<file path="src/rtl/mw_wb_if.sv">
// Handshake and payload bundle between the data-memory stage and the MEM/WB stage.
// The master side drives entries in and consumes writeback results; the slave side is the stage.
interface mw_wb_if #(
    parameter int XLEN  = 32,
    parameter int RA_W  = 5,
    parameter int CNT_W = 16
);
    localparam int OFF_W = $clog2(XLEN / 8);

    logic              in_valid;
    logic              in_ready;
    logic [XLEN-1:0]   read_data_in;
    logic [2:0]        load_funct3_in;
    logic [OFF_W-1:0]  byte_offset_in;
    logic [1:0]        wb_sel_in;
    logic              reg_write_in;
    logic [RA_W-1:0]   rd_address_in;
    logic [XLEN-1:0]   alu_result_in;
    logic [XLEN-1:0]   pc_plus_four_in;
    logic              out_valid;
    logic              out_ready;
    logic [XLEN-1:0]   wb_data_out;
    logic [RA_W-1:0]   rd_address_out;
    logic              reg_write_out;
    logic [CNT_W-1:0]  stall_cycles_out;

    modport master (
        output in_valid, read_data_in, load_funct3_in, byte_offset_in, wb_sel_in,
               reg_write_in, rd_address_in, alu_result_in, pc_plus_four_in, out_ready,
        input  in_ready, out_valid, wb_data_out, rd_address_out, reg_write_out,
               stall_cycles_out
    );

    modport slave (
        input  in_valid, read_data_in, load_funct3_in, byte_offset_in, wb_sel_in,
               reg_write_in, rd_address_in, alu_result_in, pc_plus_four_in, out_ready,
        output in_ready, out_valid, wb_data_out, rd_address_out, reg_write_out,
               stall_cycles_out
    );
endinterface

</file>
<file path="src/rtl/mw_wb_stage.sv">
// MEM/WB pipeline stage: 2-entry skid buffer, flush, load extraction, writeback mux
// and a saturating backpressure counter.
module mw_wb_stage #(
    parameter int XLEN  = 32,
    parameter int RA_W  = 5,
    parameter int CNT_W = 16
) (
    input  logic     clk,
    input  logic     resetn,
    input  logic     flush,
    mw_wb_if.slave   bus
);
    localparam int OFF_W = $clog2(XLEN / 8);

    typedef struct packed {
        logic [XLEN-1:0]  read_data;
        logic [2:0]       funct3;
        logic [OFF_W-1:0] byte_offset;
        logic [1:0]       wb_sel;
        logic             reg_write;
        logic [RA_W-1:0]  rd;
        logic [XLEN-1:0]  alu;
        logic [XLEN-1:0]  pc4;
    } entry_t;

    typedef enum logic [1:0] {
        ST_EMPTY = 2'd0,
        ST_ONE   = 2'd1,
        ST_FULL  = 2'd2
    } occ_t;

    occ_t             state_r;
    occ_t             state_next_s;
    entry_t           main_r;
    entry_t           skid_r;
    entry_t           in_entry_s;
    logic [CNT_W-1:0] stall_r;
    logic             main_valid_s;
    logic             skid_valid_s;
    logic             accept_s;
    logic             transfer_s;
    logic             load_main_in_s;
    logic             load_skid_in_s;
    logic             load_main_skid_s;
    logic [XLEN-1:0]  load_data_s;
    logic [XLEN-1:0]  wb_data_s;

    // Sub-word offsets beyond the natural alignment are not trapped here; the shifted bits are used as-is.
    function automatic logic [XLEN-1:0] extract_load(
        input logic [XLEN-1:0]  data,
        input logic [2:0]       funct3,
        input logic [OFF_W-1:0] off
    );
        logic [XLEN-1:0] shifted;
        shifted = data >> {off, 3'b000};
        case (funct3)
            3'b000:  extract_load = XLEN'($signed(shifted[7:0]));
            3'b100:  extract_load = XLEN'(shifted[7:0]);
            3'b001:  extract_load = XLEN'($signed(shifted[15:0]));
            3'b101:  extract_load = XLEN'(shifted[15:0]);
            3'b010:  extract_load = XLEN'($signed(shifted[31:0]));
            3'b110:  extract_load = XLEN'(shifted[31:0]);
            3'b011:  extract_load = data;
            default: extract_load = data;
        endcase
    endfunction

    // Occupancy is decoded only from registered state so in_ready has no path from out_ready.
    assign main_valid_s = (state_r != ST_EMPTY);
    assign skid_valid_s = (state_r == ST_FULL);
    assign accept_s     = bus.in_valid & ~skid_valid_s;
    assign transfer_s   = main_valid_s & bus.out_ready;

    assign in_entry_s = '{
        read_data:   bus.read_data_in,
        funct3:      bus.load_funct3_in,
        byte_offset: bus.byte_offset_in,
        wb_sel:      bus.wb_sel_in,
        reg_write:   bus.reg_write_in,
        rd:          bus.rd_address_in,
        alu:         bus.alu_result_in,
        pc4:         bus.pc_plus_four_in
    };

    // Occupancy state register.
    always_ff @(posedge clk or negedge resetn) begin
        if (!resetn) begin
            state_r <= ST_EMPTY;
        end else begin
            state_r <= state_next_s;
        end
    end

    // Occupancy next-state; flush dominates every transition.
    always_comb begin
        state_next_s = state_r;
        if (flush) begin
            state_next_s = ST_EMPTY;
        end else begin
            case (state_r)
                ST_EMPTY: state_next_s = accept_s ? ST_ONE : ST_EMPTY;
                ST_ONE: begin
                    if (accept_s && !transfer_s) begin
                        state_next_s = ST_FULL;
                    end else if (!accept_s && transfer_s) begin
                        state_next_s = ST_EMPTY;
                    end else begin
                        state_next_s = ST_ONE;
                    end
                end
                ST_FULL:  state_next_s = transfer_s ? ST_ONE : ST_FULL;
                default:  state_next_s = ST_EMPTY;
            endcase
        end
    end

    // Slot load enables derived from the current occupancy.
    always_comb begin
        load_main_in_s   = 1'b0;
        load_skid_in_s   = 1'b0;
        load_main_skid_s = 1'b0;
        if (flush) begin
            load_main_in_s   = 1'b0;
            load_skid_in_s   = 1'b0;
            load_main_skid_s = 1'b0;
        end else begin
            case (state_r)
                ST_EMPTY: load_main_in_s = accept_s;
                ST_ONE: begin
                    load_main_in_s = accept_s & transfer_s;
                    load_skid_in_s = accept_s & ~transfer_s;
                end
                ST_FULL:  load_main_skid_s = transfer_s;
                default: begin
                    load_main_in_s   = 1'b0;
                    load_skid_in_s   = 1'b0;
                    load_main_skid_s = 1'b0;
                end
            endcase
        end
    end

    // Main and skid payload registers.
    always_ff @(posedge clk or negedge resetn) begin
        if (!resetn) begin
            main_r <= {$bits(entry_t){1'b0}};
            skid_r <= {$bits(entry_t){1'b0}};
        end else begin
            if (load_main_in_s) begin
                main_r <= in_entry_s;
            end else if (load_main_skid_s) begin
                main_r <= skid_r;
            end
            if (load_skid_in_s) begin
                skid_r <= in_entry_s;
            end
        end
    end

    // Saturating count of stalled output cycles; flush deliberately does not clear it.
    always_ff @(posedge clk or negedge resetn) begin
        if (!resetn) begin
            stall_r <= {CNT_W{1'b0}};
        end else if (main_valid_s && !bus.out_ready && !(&stall_r)) begin
            stall_r <= stall_r + {{(CNT_W-1){1'b0}}, 1'b1};
        end
    end

    // Writeback source selection from the main slot.
    always_comb begin
        load_data_s = extract_load(main_r.read_data, main_r.funct3, main_r.byte_offset);
        case (main_r.wb_sel)
            2'b01:   wb_data_s = load_data_s;
            2'b10:   wb_data_s = main_r.pc4;
            default: wb_data_s = main_r.alu;
        endcase
    end

    assign bus.in_ready         = ~skid_valid_s;
    assign bus.out_valid        = main_valid_s;
    assign bus.wb_data_out      = wb_data_s;
    assign bus.rd_address_out   = main_r.rd;
    assign bus.reg_write_out    = main_valid_s & main_r.reg_write & (main_r.rd != {RA_W{1'b0}});
    assign bus.stall_cycles_out = stall_r;

endmodule

</file>
<file path="src/flat_wrapper.sv">
// flat-port wrapper written by rule: the top's interface ports become plain ports
module mw_wb_stage_flat 
#(
    parameter int XLEN  = 32,
    parameter int RA_W  = 5,
    parameter int CNT_W = 16
)
  (clk, resetn, flush, bus_in_valid, bus_read_data_in, bus_load_funct3_in, bus_byte_offset_in, bus_wb_sel_in, bus_reg_write_in, bus_rd_address_in, bus_alu_result_in, bus_pc_plus_four_in, bus_out_ready, bus_in_ready, bus_out_valid, bus_wb_data_out, bus_rd_address_out, bus_reg_write_out, bus_stall_cycles_out);
  mw_wb_if #(.XLEN(XLEN), .RA_W(RA_W), .CNT_W(CNT_W)) bus_i ();
  input  logic clk;
  input  logic resetn;
  input  logic flush;
  input wire logic [$bits(bus_i.in_valid)-1:0] bus_in_valid;
  input wire logic [$bits(bus_i.read_data_in)-1:0] bus_read_data_in;
  input wire logic [$bits(bus_i.load_funct3_in)-1:0] bus_load_funct3_in;
  input wire logic [$bits(bus_i.byte_offset_in)-1:0] bus_byte_offset_in;
  input wire logic [$bits(bus_i.wb_sel_in)-1:0] bus_wb_sel_in;
  input wire logic [$bits(bus_i.reg_write_in)-1:0] bus_reg_write_in;
  input wire logic [$bits(bus_i.rd_address_in)-1:0] bus_rd_address_in;
  input wire logic [$bits(bus_i.alu_result_in)-1:0] bus_alu_result_in;
  input wire logic [$bits(bus_i.pc_plus_four_in)-1:0] bus_pc_plus_four_in;
  input wire logic [$bits(bus_i.out_ready)-1:0] bus_out_ready;
  output wire logic [$bits(bus_i.in_ready)-1:0] bus_in_ready;
  output wire logic [$bits(bus_i.out_valid)-1:0] bus_out_valid;
  output wire logic [$bits(bus_i.wb_data_out)-1:0] bus_wb_data_out;
  output wire logic [$bits(bus_i.rd_address_out)-1:0] bus_rd_address_out;
  output wire logic [$bits(bus_i.reg_write_out)-1:0] bus_reg_write_out;
  output wire logic [$bits(bus_i.stall_cycles_out)-1:0] bus_stall_cycles_out;
  assign bus_i.in_valid = bus_in_valid;
  assign bus_i.read_data_in = bus_read_data_in;
  assign bus_i.load_funct3_in = bus_load_funct3_in;
  assign bus_i.byte_offset_in = bus_byte_offset_in;
  assign bus_i.wb_sel_in = bus_wb_sel_in;
  assign bus_i.reg_write_in = bus_reg_write_in;
  assign bus_i.rd_address_in = bus_rd_address_in;
  assign bus_i.alu_result_in = bus_alu_result_in;
  assign bus_i.pc_plus_four_in = bus_pc_plus_four_in;
  assign bus_i.out_ready = bus_out_ready;
  assign bus_in_ready = bus_i.in_ready;
  assign bus_out_valid = bus_i.out_valid;
  assign bus_wb_data_out = bus_i.wb_data_out;
  assign bus_rd_address_out = bus_i.rd_address_out;
  assign bus_reg_write_out = bus_i.reg_write_out;
  assign bus_stall_cycles_out = bus_i.stall_cycles_out;
  mw_wb_stage #(.XLEN(XLEN), .RA_W(RA_W), .CNT_W(CNT_W)) u_core (.clk(clk), .resetn(resetn), .flush(flush), .bus(bus_i));
endmodule
</file>
<file path="config.mk">
export PLATFORM = sky130hd
export DESIGN_NAME = mw_wb_stage_flat
export DESIGN_NICKNAME = d
export VERILOG_FILES = /design/src/rtl/mw_wb_if.sv /design/src/rtl/mw_wb_stage.sv /design/src/flat_wrapper.sv
export SDC_FILE = /design/constraint.sdc
export NUM_CORES = 1
export LEC_CHECK = 0
export BUFFER_PORTS_ARGS = -buffer_cell sky130_fd_sc_hd__buf_4
export CORE_ASPECT_RATIO = 0.5
export CORE_MARGIN = 2
export CORE_UTILIZATION = 30
export CTS_CLUSTER_SIZE = 16
export DETAILED_ROUTE_END_ITERATION = 7
export PLACE_DENSITY_LB_ADDON = 0.15
export SETUP_SLACK_MARGIN = 0.1
export SLEW_MARGIN = 20
export SYNTH_ARGS = -nofsm -noshare
export SYNTH_HDL_FRONTEND = slang
export SYNTH_SLANG_ARGS = --single-unit
</file>
<file path="constraint.sdc">
create_clock -name clk -period 5.4 [get_ports clk]
set_input_delay 0.27 -clock clk [delete_from_list [all_inputs] [get_ports clk]]
set_output_delay 0.27 -clock clk [all_outputs]
set_load 0.05 [all_outputs]
</file>
==> impl_metrics.csv <==
group,metric,value,unit
synthesis,netlist_instances,1034,
global_route,maximum_number_of_pins_on_one_net_before_global_route_repair,175,
run,max_cap_violations,0,
sta,fmax,0.275,GHz
outcome,run_status,"finished, final reports clean",
layout,final_cell_mix,"nand2_1 (239), dfrtp_1 (236), buf_4 (174), mux2_2 (119), a22oi_1 (117)",
synthesis,post_synth_instance_area,0.0112,mm2
placed_design,detailed_place_hpwl,22700,um
clocking,ctsLongestPathBuffers,3,
drt,totalWireLength,33400,um
floorplan,std_cell_rows,50,
clocking,ctsHtreeMaxLevel,1,
clocking,clock_tree_from_tritoncts,"built",
synthesis,synth_area_leaders,"dfrtp_1 (53%), mux2_2 (12%), nand2_1 (8.0%)",
drt,route.detailed.wl_per_inst,18.7,um
power_and_ir_drop,vdd_drop_max,0.218,mV
sta,fin_setup_tns,0,ps
layout,seq_area,0.00591,mm2
synthesis,synth-seq-area-share,52.6,%
sta,finalHoldViolations,0,
setup_path,critical_path_peak_fanout,25,
clocking,tritoncts.num_buffers,24,
setup_path,cpPeakStageDelay,810,ps
placed_design,place_congestion,0.880,
clocking,clkLatencyLatePin,540,ps
setup_path,path_class,"reg2out",
sta,finClkSkew,11.5,ps
sta,min_period,3630,ps
drt,drt_iter0_drc,455,
sta,report.final.slew_viol_count,0,
clocking,post-cts-setup-buffer-count,0,
setup_path,worstSetupEndpointType,"output pin",
clocking,post_cts_resized,0,
sta,worst_hold_slack,177,ps
floorplan,initial_utilization,30.2,%
clocking,cts.hold.buffers_added,112,
sta,max_slew_margin,32.7,%
global_route,grt-ovfl-total,0,
drt,drt.antenna.violating_nets,0,
layout,area_growth,31.1,%
setup_path,startpoint_type,"register",
drt,drtPass1Iterations,5,
floorplan,die_w,278,um
synthesis,yosysUniqueCellTypes,58,
clocking,clkSinkCount,236,
floorplan,core_area,0.0372,mm2
global_route,grt_pass1_wl,52400,um
power_and_ir_drop,powerDensity,451,mW/mm2
synthesis,synthesis.yosys.warnings,0,
global_route,global_route_usage_sum,17.0,%
layout,multi_input_area,0.00492,mm2
synthesis,synth_largest_area_cell,"dfrtp_1",
global_route,first_global_vias,9256,
setup_path,cpMaxStageDelayCell,"ha_1",
floorplan,floorplan.die_area,0.0391,mm2
layout,nets,1390,
layout,most_frequent_standard_cell_in_the_layout_excluding_fill_and_tap_cells,"nand2_1",
clocking,worst_setup_hold_path_clk_slew,70,ps
floorplan,die_h,141,um
floorplan,floorplan.io_pins,170,
setup_path,required_time_of_the_worst_setup_path,5130,ps
drt,dr_total_vias,9018,
setup_path,worst_path_most_repeated_cell,"a211oi_1",
synthesis,ys_async_sr_fraction,100,%
synthesis,yosys_register_bits,236,
worst_hold_path,hold_path_class,"in2reg",
sta,timing.final.setup_violations,0,
synthesis,postSynthNetCount,1153,
setup_path,worstPathCellList,"inv_1 > ha_1 > and2b_1 > a22o_1 > a211oi_1 > a211oi_1 > buf_4",
clocking,clk_root_buffer_cell,"clkbuf_16",
layout,drive_above_1_share,27.3,%
drt,drc,0,
sta,setup_repair_after_global_routing_missed_its_margin,"false",
drt,detail_route.vias_per_cell,5.05,
placed_design,portBuffers,169,
sta,layout_worst_path_cycle_share,67.3,%
synthesis,edff_count_synth,0,
synthesis,synth_flop_cell,"dfrtp_1",
global_route,antenna_found_initial,1,
power_and_ir_drop,p_leak,0.00682,uW
synthesis,synthDominantCellAreaShare,52.6,%
layout,fill_cells,3698,
sta,worst_slew_pin_slew,1010,ps
setup_path,data_arrival_time_of_the_critical_path,3360,ps
synthesis,synthesis.area_per_instance,10.9,um2
-- flip-flops by register name (all words and copies together), names as in the netlist --
| signal | cells |
|---|---|
| u_core.bus.rd_address_out | 5 |
| u_core.bus.stall_cycles_out | 16 |
| u_core.main_r | 104 |
| u_core.skid_r | 109 |
| u_core.state_r | 2 |
-- cell type report --
class | count | area share [%]
Timing Repair Buffer | 289 | 16.8
Tap cell | 494 | 4.20
Clock buffer | 33 | 4.72
Sequential cell | 236 | 40.1
Clock inverter | 11 | 0.536
Inverter | 7 | 0.179
Antenna cell | 1 | 0.0170
Multi-Input combinational cell | 713 | 33.4
-- power breakdown --
group | leakage, uW | switching (uW) | total [uW] | internal (uW)
registers | 0.00292 | 379 | 2650 | 2270
clock network | 0.000381 | 738 | 1640 | 907
logic | 0.00352 | 1440 | 2350 | 911
-- worst paths after layout --
kind | from | end | slack (ps) | cells after the start
setup / recovery | u_core.main_r[70] | bus_wb_data_out[8] | 1770 | 7
hold / removal | bus_in_valid | u_core.state_r[0] | 180 | 4
setup reg to reg | u_core.state_r[0] | u_core.main_r[7] | 2460 | 8
hold reg to reg | u_core.main_r[16] | u_core.main_r[16] | 480 | 2
max in group asynchronous | resetn | u_core.main_r[27] | 3750 | 3
min in group asynchronous | resetn | u_core.bus.stall_cycles_out[1] | 230 | 2
-- cell families after synthesis --
family	count (synthesis)	synth area share, %
simple gates	305	11.9
compound gates	260	17.2
flops	236	52.6
mux	130	13.0
buf+inv	85	3.73
xor+xnor	13	1.01
fa+ha+maj	5	0.557
-- critical path, delay by kind of cell (launching register included) --
kind / cells / cell delay [ps]
fa+ha+maj: 1 / 810
simple gates: 1 / 560
compound gates: 3 / 690
flops: 1 / 400
buf+inv: 2 / 350
-- metal layers --
metal	routed length, um	global-route usage, %
met1	14700	21.6
met2	16700	29.9
met3	1060	2.62
met4	941	4.98
met5	0	0
-- per-stage QoR --
step | utilization [%] | std cells | total power (uW) | worst slack, ps | area (um2)
CTS | 39.6 | 1783 | 6720 | 1790 | 14700
floorplan | - | 1034 | 4190 | 2440 | 11200
global route | 39.6 | 1784 | 7000 | 1560 | 14700
global placement | 34.5 | 1627 | 4930 | 2460 | 12800
detailed placement | 34.5 | 1627 | 4980 | 2370 | 12800
finish | 39.6 | 1784 | 6650 | 1770 | 14700
-- Yosys cell counts, types with 7 or more instances --
| master | number |
|---|---|
| nand2b_1 | 7 |
| clkbuf_1 | 30 |
| a21oi_1 | 26 |
| a22o_1 | 7 |
| xor2_1 | 13 |
| inv_1 | 7 |
| o21ai_0 | 20 |
| a22oi_1 | 117 |
| nand2_1 | 239 |
| buf_2 | 32 |
| mux2_2 | 119 |
| mux2i_1 | 9 |
| dfrtp_1 | 236 |
| nor3_1 | 12 |
| o22a_1 | 7 |
| a31oi_1 | 16 |
| o2bb2ai_1 | 23 |
| nor2_1 | 9 |
| a211oi_1 | 13 |
Note: power is estimated with default switching activity, not from simulation.
